File: src/rtl/tile_drain_if.sv
// Result stream from the tile drain toward the host/memory side.
// One snapshot element per beat, tagged with its tile coordinates.
interface tile_drain_if #(
    parameter int TILE_SIZE = 8,
    parameter int DATA_W    = 16
);
    localparam int RC_W = $clog2(TILE_SIZE);

    logic              valid;
    logic              ready;
    logic [DATA_W-1:0] data;
    logic [RC_W-1:0]   row;
    logic [RC_W-1:0]   col;
    logic              last;

    modport master (output valid, data, row, col, last, input ready);
    modport slave  (input valid, data, row, col, last, output ready);
endinterface

File: src/rtl/tile_drain.sv
// Waits out the tile compute window, snapshots all Y results in one cycle,
// then streams them row-major over a valid/ready interface.
module tile_drain #(
    parameter int TILE_SIZE      = 8,
    parameter int DATA_W         = 16,
    parameter int COMPUTE_CYCLES = 25
) (
    input  logic                                 clk_i,
    input  logic                                 rst_n_i,
    input  logic                                 en_i,
    input  logic                                 start_i,
    input  logic [TILE_SIZE*TILE_SIZE*DATA_W-1:0] y_flat_i,
    output logic                                 busy_o,
    output logic                                 done_o,
    tile_drain_if.master                         out_if
);
    localparam int NUM   = TILE_SIZE * TILE_SIZE;
    localparam int RC_W  = $clog2(TILE_SIZE);
    // TILE_SIZE is a power of two, so index splits cleanly into {row, col}
    localparam int IDX_W = 2 * RC_W;
    localparam int CNT_W = $clog2(COMPUTE_CYCLES);

    localparam logic [CNT_W-1:0] CNT_LAST = CNT_W'(COMPUTE_CYCLES - 1);
    localparam logic [IDX_W-1:0] IDX_LAST = IDX_W'(NUM - 1);

    typedef enum logic [1:0] {S_IDLE, S_WAIT, S_STREAM} state_e;

    state_e                        state_q;
    logic [CNT_W-1:0]              cnt_q, cnt_d;
    logic [IDX_W-1:0]              idx_q, idx_d;
    logic [NUM-1:0][DATA_W-1:0]    snap_q;
    logic                          valid_q, busy_q, done_q;

    assign cnt_d = cnt_q + CNT_W'(1);
    assign idx_d = idx_q + IDX_W'(1);

    always_ff @(posedge clk_i or negedge rst_n_i) begin
        if (!rst_n_i) begin
            state_q <= S_IDLE;
            cnt_q   <= '0;
            idx_q   <= '0;
            snap_q  <= '0;
            valid_q <= 1'b0;
            busy_q  <= 1'b0;
            done_q  <= 1'b0;
        end else begin
            done_q <= 1'b0;
            case (state_q)
                S_IDLE: begin
                    if (start_i) begin
                        state_q <= S_WAIT;
                        cnt_q   <= '0;
                        busy_q  <= 1'b1;
                    end
                end
                S_WAIT: begin
                    // EN stretches the window; capture happens on the last counted edge
                    if (en_i) begin
                        if (cnt_q == CNT_LAST) begin
                            snap_q  <= y_flat_i;
                            idx_q   <= '0;
                            valid_q <= 1'b1;
                            state_q <= S_STREAM;
                        end else begin
                            cnt_q <= cnt_d;
                        end
                    end
                end
                S_STREAM: begin
                    if (out_if.ready) begin
                        if (idx_q == IDX_LAST) begin
                            idx_q   <= '0;
                            valid_q <= 1'b0;
                            busy_q  <= 1'b0;
                            done_q  <= 1'b1;
                            state_q <= S_IDLE;
                        end else begin
                            idx_q <= idx_d;
                        end
                    end
                end
                default: state_q <= S_IDLE;
            endcase
        end
    end

    // Payload is forced to zero whenever no beat is offered
    assign out_if.valid = valid_q;
    assign out_if.data  = valid_q ? snap_q[idx_q] : '0;
    assign out_if.row   = valid_q ? idx_q[IDX_W-1:RC_W] : '0;
    assign out_if.col   = valid_q ? idx_q[RC_W-1:0] : '0;
    assign out_if.last  = valid_q && (idx_q == IDX_LAST);
    assign busy_o       = busy_q;
    assign done_o       = done_q;
endmodule

File: src/flat_wrapper.sv
// flat-port wrapper written by rule: the top's interface ports become plain ports
module tile_drain_flat 
#(
    parameter int TILE_SIZE      = 8,
    parameter int DATA_W         = 16,
    parameter int COMPUTE_CYCLES = 25
)
  (clk_i, rst_n_i, en_i, start_i, y_flat_i, busy_o, done_o, out_if_valid, out_if_data, out_if_row, out_if_col, out_if_last, out_if_ready);
  tile_drain_if #(.TILE_SIZE(TILE_SIZE), .DATA_W(DATA_W)) out_if_i ();
  input  logic clk_i;
  input  logic rst_n_i;
  input  logic en_i;
  input  logic start_i;
  input  logic [TILE_SIZE*TILE_SIZE*DATA_W-1:0] y_flat_i;
  output logic busy_o;
  output logic done_o;
  output wire logic [$bits(out_if_i.valid)-1:0] out_if_valid;
  output wire logic [$bits(out_if_i.data)-1:0] out_if_data;
  output wire logic [$bits(out_if_i.row)-1:0] out_if_row;
  output wire logic [$bits(out_if_i.col)-1:0] out_if_col;
  output wire logic [$bits(out_if_i.last)-1:0] out_if_last;
  input wire logic [$bits(out_if_i.ready)-1:0] out_if_ready;
  assign out_if_valid = out_if_i.valid;
  assign out_if_data = out_if_i.data;
  assign out_if_row = out_if_i.row;
  assign out_if_col = out_if_i.col;
  assign out_if_last = out_if_i.last;
  assign out_if_i.ready = out_if_ready;
  tile_drain #(.TILE_SIZE(TILE_SIZE), .DATA_W(DATA_W), .COMPUTE_CYCLES(COMPUTE_CYCLES)) u_core (.clk_i(clk_i), .rst_n_i(rst_n_i), .en_i(en_i), .start_i(start_i), .y_flat_i(y_flat_i), .busy_o(busy_o), .done_o(done_o), .out_if(out_if_i));
endmodule
File: config.mk
export PLATFORM = sky130hd
export DESIGN_NAME = tile_drain_flat
export DESIGN_NICKNAME = d
export VERILOG_FILES = /design/src/rtl/tile_drain_if.sv /design/src/rtl/tile_drain.sv /design/src/flat_wrapper.sv
export SDC_FILE = /design/constraint.sdc
export NUM_CORES = 1
export LEC_CHECK = 0
export CAP_MARGIN = 20
export CORE_AREA = 2 2 410 412
export CTS_BUF_LIST = sky130_fd_sc_hd__clkbuf_16
export CTS_CLUSTER_SIZE = 10
export DETAILED_ROUTE_END_ITERATION = 10
export DIE_AREA = 0 0 412 414
export GPL_ROUTABILITY_DRIVEN = 0
export RECOVER_POWER = 50
export SLEW_MARGIN = 10
export SYNTH_ARGS = -nofsm -noshare
export SYNTH_HDL_FRONTEND = slang
export SYNTH_SLANG_ARGS = --single-unit
File: constraint.sdc
create_clock -name clk_i -period 7.3 [get_ports clk_i]
set_input_delay 1.46 -clock clk_i [delete_from_list [all_inputs] [get_ports clk_i]]
set_output_delay 1.46 -clock clk_i [all_outputs]
set_load 0.05 [all_outputs]
After elaboration in Yosys (flattened, before gate mapping):

Index checks and enable logic that the tools add are counted.

* $add $sub $neg: 2
* $lt $le $gt $ge: 1
* eq/ne operators: 10
* mux-type cells: 30
* reductions and logical operators: 11

Operator list (count)
* $bmux W16 S6: 1
* $mux W16: 2
* $mux W6: 4
* $mux W5: 3
* $pmux W6 S2: 1
* $reduce_and A4 Y1: 3
* $mux W2: 5
* $pmux W5 S2: 1
* $reduce_and A5 Y1: 2
* $mux W1: 8
* $ne A2 B2 Y1 const B: 4
* $lt A6 B7 Y1 const B: 1
* $add A6 B1 Y6 const B: 1
* $eq A6 B6 Y1 const B: 1
* $mux W3: 2
* $pmux W2 S3: 1
* $reduce_bool A2 Y1: 3
* $add A5 B1 Y5 const B: 1
* $eq A5 B5 Y1 const B: 1
* $ne A2 B1 Y1 const B: 2
* $pmux W1 S2: 2
* $reduce_and A3 Y1: 1
* $eq A2 B1 Y1 const B: 1
* $eq A2 B2 Y1 const B: 1
* 2 further kinds: 2

* register bits after elaboration: 1040
* output and inout port bits: 26
* word-level logic and storage cells: 124

Depth between registers and ports, before layout:

Gate-level depths: netlist (run 1).

* word-level depth: 4
* depth in mapped cells: 10
* gate-level depth less buffers: 7

Worst setup path after synthesis (run 1):

No wires, ideal clock.

* path type: reg2out
* from: register u_core.valid_q, in the netlist u_core.out_if.valid
* to: output out_if_data[11]
* data arrival time: 2309 ps
* path slack: 3531 ps
* stages on the path, launching flop included: 5
* path through: dfrtp_1 > and2_1 > clkbuf_1 > clkbuf_1 > a22o_1

* word-level cells in the longest chain between the ends: 1

Ends and longest elaborated chain
* start, declared: line tile_drain.sv:32 `logic valid_q, busy_q, done_q;`
* start signal, assigned: line tile_drain.sv:43 `valid_q <= 1'b0;`
* start signal, assigned: line tile_drain.sv:62 `valid_q <= 1'b1;`
* start signal, assigned: line tile_drain.sv:73 `valid_q <= 1'b0;`
* $mux W16: line tile_drain.sv:89 `assign out_if.data = valid_q ? snap_q[idx_q] : '0;`
* end, declared: line flat_wrapper.sv:18 `output wire logic [$bits(out_if_i.data)-1:0] out_if_data;`

Every way passes these cells.

Worst setup path in the final report (run 1):

* from: register u_core.idx_q[1]
* to: output out_if_data[3]

* word-level cells in the longest chain between the ends: 3

Ends and longest elaborated chain
* start, declared: line tile_drain.sv:30 `logic [IDX_W-1:0] idx_q, idx_d;`
* start signal, assigned: line tile_drain.sv:78 `idx_q <= idx_d;`
* $bmux W16 S6: line tile_drain.sv:89
* $mux W16 (not written as such): line tile_drain.sv:89
* $mux W16: line tile_drain.sv:89

Every way passes these cells. The select of a mux whose other input is x is not followed.

==> results of run 1 <==
## metal layers
metal | track usage (%) | routed length (µm) | up-vias
li1 | - | - | 18493
met1 | 34.30 | 93490 | 20770
met2 | 40.16 | 103600 | 1915
met3 | 6.506 | 18590 | 424
met4 | 13.05 | 12270 | 24
met5 | 0 | 143 | -
## final cells by class
type / count / area (µm²) / share of cell area, %
tap: 2204 / 2758 / 4.361
clock inverter: 57 / 327.8 / 0.5184
antenna: 38 / 95.09 / 0.1504
sequential: 1040 / 26040 / 41.19
multi-input combinational: 3799 / 19740 / 31.21
clock buffer: 122 / 3053 / 4.828
inverter: 6 / 22.52 / 0.03562
timing repair buffer: 1131 / 11190 / 17.70
## flip-flops by register name (all words and copies together), names as in the netlist
signal / cells
u_core.snap_q: 1024
u_core.idx_q: 6
u_core.cnt_q: 5
u_core.state_q: 2
u_core.busy_o: 1
u_core.done_o: 1
u_core.out_if.valid: 1
## worst min-delay path: cells and delay by family, from the launching register on
family	cells	cell delay (ns)
flops	1	0.33
simple gates	2	0.10
## synthesized netlist by cell type (all sizes together), types with 19 or more instances
library cell	n	area share, %
buf	173	2.1
o21ai	19	0.20
o22ai	32	0.42
dfrtp	1040	55
nand2	3102	25
a22o	28	0.52
clkbuf	166	1.3
a211oi	52	0.95
a22oi	34	0.54
a21oi	54	0.57
mux2i	203	4.3
mux4	163	7.8
nand3	20	0.21
o221ai	31	0.57
## power breakdown
group | total [mW] | switching (mW) | internal, mW
clock network | 5.49 | 2.46 | 3.03
registers | 5.83 | 0.0446 | 5.78
logic | 1.25 | 0.559 | 0.688
## worst max path at each step
stage | to | slack (ns) | cells after the start
CTS | out_if_data[3] | 0.32 | 7
detailed placement | out_if_data[3] | 1.14 | 7
finish | out_if_data[3] | 0.38 | 8
global route | out_if_data[3] | 0.13 | 8
floorplan | out_if_data[11] | 3.53 | 4
global placement | out_if_data[3] | 1.19 | 7
## cell families after synthesis
group           after synthesis  synth area share [%]
simple gates               3164                 25.30
flops                      1040                 54.96
mux                         367                 12.10
buf+inv                     345                 3.509
compound gates              259                 3.937
xor+xnor                      6                0.1110
fa+ha+maj                     3               0.07928
## cell usage in the layout, fill, tap and decap left out, types with 8 or more instances in the layout
master | netlist | routed
a22oi_1 | 34 | 34
inv_1 | 6 | 40
buf_12 | 2 | 10
dfrtp_1 | 1040 | 1035
a211oi_1 | 40 | 37
clkinv_1 | 0 | 9
mux4_2 | 159 | 159
a22o_1 | 28 | 28
nand3_1 | 20 | 18
o221ai_1 | 31 | 31
nor2_1 | 14 | 13
a211oi_2 | 12 | 15
clkbuf_1 | 165 | 11
buf_4 | 15 | 62
clkdlybuf4s50_1 | 0 | 1040
diode_2 | 0 | 38
nand2_1 | 3102 | 3102
a21oi_1 | 54 | 54
mux2i_1 | 203 | 203
o22ai_1 | 32 | 32
and2_1 | 8 | 8
clkbuf_16 | 0 | 122
o21ai_1 | 0 | 8
o21ai_0 | 19 | 11
## through the flow
| stage | std cells | utilization [%] | cell area, µm² | total power, mW | hold slack, ns |
|---|---|---|---|---|---|
| 2_1_floorplan | 5184 | - | 47350 | 6.318 | 0.4373 |
| 3_3_place_gp | 8175 | 35.97 | 59820 | 7.185 | 0.4523 |
| 3_5_place_dp | 8178 | 35.99 | 59840 | 7.196 | 0.4563 |
| 4_1_cts | 8357 | 38.02 | 63220 | 12.67 | 0.4696 |
| 5_1_grt | 8382 | 38.00 | 63190 | 12.94 | 0.4831 |
| 6_report | 8397 | 38.03 | 63230 | 12.57 | 0.4677 |
==> flow_metrics.env, run 1 <==
export IMPL_crit_path_start_kind="flop"
export IMPL_peakVddDrop_v=0.0002086
export IMPL_power_per_cell_area_nw_per_um2=198.7
export IMPL_dr_pass1_iters=5
export IMPL_syn_to_final_growth_pct=33.54
export IMPL_drive_above_1_share_pct=6.564
export IMPL_fin_skew_ns=0.04186
export IMPL_period_minus_slack_ns=6.919
export IMPL_worstMarginPinSlew_ns=4.686
export IMPL_grt_pass1_wl_mm=316.3
export IMPL_finalWirelength_mm=228.1
export IMPL_finalHoldViolations=0
export IMPL_die_h_um=414
export IMPL_setup_violations_final=0
export IMPL_tritoncts="done"
export IMPL_max_freq_mhz=144.5
export IMPL_overflow=0
export IMPL_cts_made_buffers=121
export IMPL_fp_coreArea_um2=166300
export IMPL_post_drt_wl_per_cell_um=27.16
export IMPL_reg2reg_from="u_core.cnt_q[0]"
export IMPL_critical_path_top_delay_family="buffers and inverters"
export IMPL_worst_path_max_delay_cell="clkbuf_1"
export IMPL_ys_seq_area_share_pct=54.96
export IMPL_cpMostUsedCell="buf_4"
export IMPL_critPathBufInv=4
export IMPL_fill_cells=16864
export IMPL_die_w_um=412
export IMPL_ys_seq_elements=1040
export IMPL_synthFlopType="dfrtp_1"
export IMPL_cp_cell_sequence="buf_4 -> clkbuf_1 -> mux4_2 -> a21oi_1 -> o21ai_0 -> buf_4 -> a22o_1 -> clkdlybuf4s50_1"
export IMPL_dp_slack_ns=1.139
export IMPL_setup_ws_ns=0.3809
export IMPL_end_kind="output port"
export IMPL_whs_endpoint="u_core.snap_q[770]"
export IMPL_viasPerCell=4.957
export IMPL_fin_nets=7131
export IMPL_async_flop_share_pct=100.0
export IMPL_r2r_end="u_core.snap_q[174]"
export IMPL_cts_hold_repair_buffers=0
export IMPL_min_path_cells=2
export IMPL_post_route_period_util_pct=94.78
export IMPL_ctsResizeCount=0
export IMPL_synth_area_um2=47350
export IMPL_maxSlewHeadroom_pct=-212.4
export IMPL_track_usage_pct=26.17
export IMPL_io_buffers=1054
export IMPL_synth_cells=5184
export IMPL_antenna_found_initial=62
export IMPL_clock_latency_ns=0.77
export IMPL_r2r_slack_ns=1.67
export IMPL_drtAntennaViolNets=0
export IMPL_fin_setup_tns_ns=0
export IMPL_setup_worst_path_start="u_core.idx_q[1]"
export IMPL_start_util_pct=28.48
export IMPL_synth_cell_types=42
export IMPL_cp_max_fo=22
export IMPL_grt_max_degree=215
export IMPL_cp_slowest_stage_delay_ns=1.05
export IMPL_grt_pass1_vias=42375
export IMPL_grt_setup_unrepaired="no"
export IMPL_r2r_cells=7
export IMPL_synth_edf_count=0
export IMPL_crit_type="flop to output port"
export IMPL_hp_start="u_core.snap_q[770]"
export IMPL_hp_class="flop to flop"
export IMPL_yosys_warnings=0
export IMPL_drtIter0Drc=4447
export IMPL_status="complete, but fails checks"
export IMPL_num_rows=150
export IMPL_cts_setup_buffers=0
export IMPL_hpwl_mm=176.1
export IMPL_p_leak_nw=31.77
export IMPL_cp_required_ns=5.84
export IMPL_drv_cap=14
export IMPL_cts_root_buf="clkbuf_16"
export IMPL_pin_count=1055
export IMPL_dieArea_um2=170600
export IMPL_synth_area_per_cell_um2=9.134
export IMPL_drv_slew=1104
export IMPL_clk_pin_slew_ns=0.06
export IMPL_drcViolationCount=0
export IMPL_synth_fp_nets=6216
export IMPL_cts_htree_levels=3
export IMPL_cts_buffer_depth=3
export IMPL_vias=41626
export IMPL_violations="max-capacitance violations, max-slew violations"
export IMPL_cp_arrival_ns=5.46
export IMPL_clock_sinks=1040
(Power assumes the default switching activity.)
==> run 2: changes to the inputs <==
--- a/config.mk
+++ b/config.mk
@@ -6,11 +6,11 @@
 export NUM_CORES = 1
 export LEC_CHECK = 0
 export CAP_MARGIN = 20
-export CORE_AREA = 2 2 410 412
+export CORE_AREA = 2 2 414 416
 export CTS_BUF_LIST = sky130_fd_sc_hd__clkbuf_16
 export CTS_CLUSTER_SIZE = 10
 export DETAILED_ROUTE_END_ITERATION = 10
-export DIE_AREA = 0 0 412 414
+export DIE_AREA = 0 0 416 418
 export GPL_ROUTABILITY_DRIVEN = 0
 export RECOVER_POWER = 50
 export SLEW_MARGIN = 10
==> flow_metrics.env, run 2 (synthesis results as in run 1) <==
export IMPL_status="complete, but fails checks"
export IMPL_violations="max-capacitance violations, max-slew violations"
export IMPL_dr_pass1_iters=7
export IMPL_fin_skew_ns=0.04087
export IMPL_syn_to_final_growth_pct=33.65
export IMPL_final_common_cell="nand2_1"
export IMPL_regMostFlops="u_core.snap_q"
export IMPL_finalHoldViolations=0
export IMPL_topRoutingLayerUsed="met5"
export IMPL_cts_hold_repair_buffers=0
export IMPL_fin_nets=7118
export IMPL_vias=41713
export IMPL_wl_met2_mm=100.8
export IMPL_switching_power_mw=3.082
export IMPL_overflow=0
export IMPL_clk_pin_slew_ns=0.06
export IMPL_drcViolationCount=0
export IMPL_start_util_pct=28.00
export IMPL_clock_sinks=1040
export IMPL_crit_path_start_kind="flop"
export IMPL_finalPower_mw=12.58
export IMPL_end_kind="output port"
export IMPL_p_seq_share_pct=46.4
export IMPL_cts_htree_levels=3
export IMPL_post_drt_wl_per_cell_um=26.88
export IMPL_swShare_pct=24.51
export IMPL_cp_arrival_ns=5.27
export IMPL_largest_register_ffs=1024
export IMPL_setup_violations_final=0
export IMPL_fill_cells=16874
export IMPL_post_route_period_util_pct=92.23
export IMPL_utilization_pct=37.43
export IMPL_dieArea_um2=173900
export IMPL_fin_cells=8389
export IMPL_cts_setup_buffers=0
export IMPL_hp_start="u_core.snap_q[873]"
export IMPL_clock_latency_ns=0.77
export IMPL_crit_type="flop to output port"
export IMPL_viasPerCell=4.972
export IMPL_p_clk_share_pct=43.9
export IMPL_tritoncts="done"
export IMPL_drive_above_1_share_pct=6.162
export IMPL_drtAntennaViolNets=0
export IMPL_grt_max_degree=247
export IMPL_grt_pass1_vias=41573
export IMPL_wl_met3_mm=17.73
export IMPL_drv_slew=998
export IMPL_period_minus_slack_ns=6.732
export IMPL_finalWirelength_mm=225.5
export IMPL_cts_buffer_depth=3
export IMPL_pin_count=1055
export IMPL_final_cell_mix="nand2_1 (3102), clkdlybuf4s50_1 (1052), dfrtp_1 (1035)"
export IMPL_peakVddDrop_v=0.0002141
export IMPL_hp_class="flop to flop"
export IMPL_wl_met1_mm=92.04
export IMPL_track_usage_pct=25.33
export IMPL_die_h_um=418
export IMPL_seqCellArea_um2=26040
export IMPL_cp_max_fo=45
export IMPL_reg2reg_from="u_core.cnt_q[0]"
export IMPL_dp_slack_ns=1.349
export IMPL_fin_setup_tns_ns=0
export IMPL_drv_cap=14
export IMPL_cts_root_buf="clkbuf_16"
export IMPL_grt_pass1_wl_mm=312.3
export IMPL_worstMarginPinSlew_ns=4.592
export IMPL_fp_coreArea_um2=169100
export IMPL_p_leak_nw=31.68
export IMPL_ctsResizeCount=0
export IMPL_die_w_um=416
export IMPL_dp_cells=8180
export IMPL_max_freq_mhz=148.5
export IMPL_cts_made_buffers=121
export IMPL_antenna_found_initial=60
export IMPL_num_rows=151
export IMPL_cp_required_ns=5.84
export IMPL_maxSlewHeadroom_pct=-206.2
export IMPL_io_buffers=1054
export IMPL_grt_setup_unrepaired="no"
export IMPL_p_comb_share_pct=9.7
export IMPL_internal_power_mw=9.494
export IMPL_power_per_cell_area_nw_per_um2=198.7
export IMPL_hpwl_mm=173.4
export IMPL_multiInputGateArea_um2=19730
export IMPL_setup_ws_ns=0.5676
export IMPL_drtIter0Drc=4496
export IMPL_reg_largest_list="u_core.snap_q (1024), u_core.idx_q (6), u_core.cnt_q (5)"
export IMPL_setup_worst_path_start="u_core.idx_q[0]"
==> run 2: layout make-up <==
type	instances	share of cell area [%]
Antenna cell	37	0.1463
Clock buffer	121	4.785
Clock inverter	50	0.6347
Inverter	6	0.03559
Multi-Input combinational cell	3799	31.17
Sequential cell	1040	41.15
Tap cell	2218	4.385
Timing Repair Buffer	1118	17.69
==> run 2: layer usage <==
| metal | vias up | GRT usage (%) |
|---|---|---|
| met5 | - | 0 |
| met4 | 30 | 15.35 |
| met3 | 448 | 5.702 |
| met2 | 1945 | 37.83 |
| met1 | 20851 | 33.49 |
| li1 | 18439 | - |
==> run 2: final timing paths <==
path                                        to  slack, ns  cells after the start
min in group asynchronous   u_core.snap_q[632]       0.74                      1
max in group asynchronous  u_core.snap_q[1017]       1.47                      3
setup / recovery               out_if_data[13]       0.57                      7
hold reg to reg             u_core.snap_q[873]       0.47                      2
setup reg to reg            u_core.snap_q[170]       2.68                      7
hold / removal              u_core.snap_q[873]       0.47                      2
==> run 2: per-stage QoR <==
stage | hold WS (ns) | cell area (µm²)
floorplan | 0.4373 | 47350
global placement | 0.4504 | 59830
detailed placement | 0.4580 | 59840
CTS | 0.4720 | 63270
global route | 0.4875 | 63270
finish | 0.4703 | 63280
==> run 2: worst max-delay path: stages (launching register included) <==
cell and delay [ns]:
dfrtp_4 1.01, buf_4 0.75, mux4_2 0.59, a21oi_1 0.30, o21ai_0 0.46, buf_4 0.31, a22o_1 0.30, clkdlybuf4s50_1 0.74
==> run 2: power by group through the flow <==
| stage | Combinational [mW] | Sequential, mW | Clock (mW) |
|---|---|---|---|
| after global routing | 1.29 | 5.84 | 5.86 |
| after detailed placement | 1.24 | 5.94 | 0 |
| after CTS | 1.24 | 5.83 | 5.62 |
| final | 1.22 | 5.83 | 5.52 |
| after global placement | 1.23 | 5.93 | 0 |
| after floorplan | 0.424 | 5.89 | 0 |
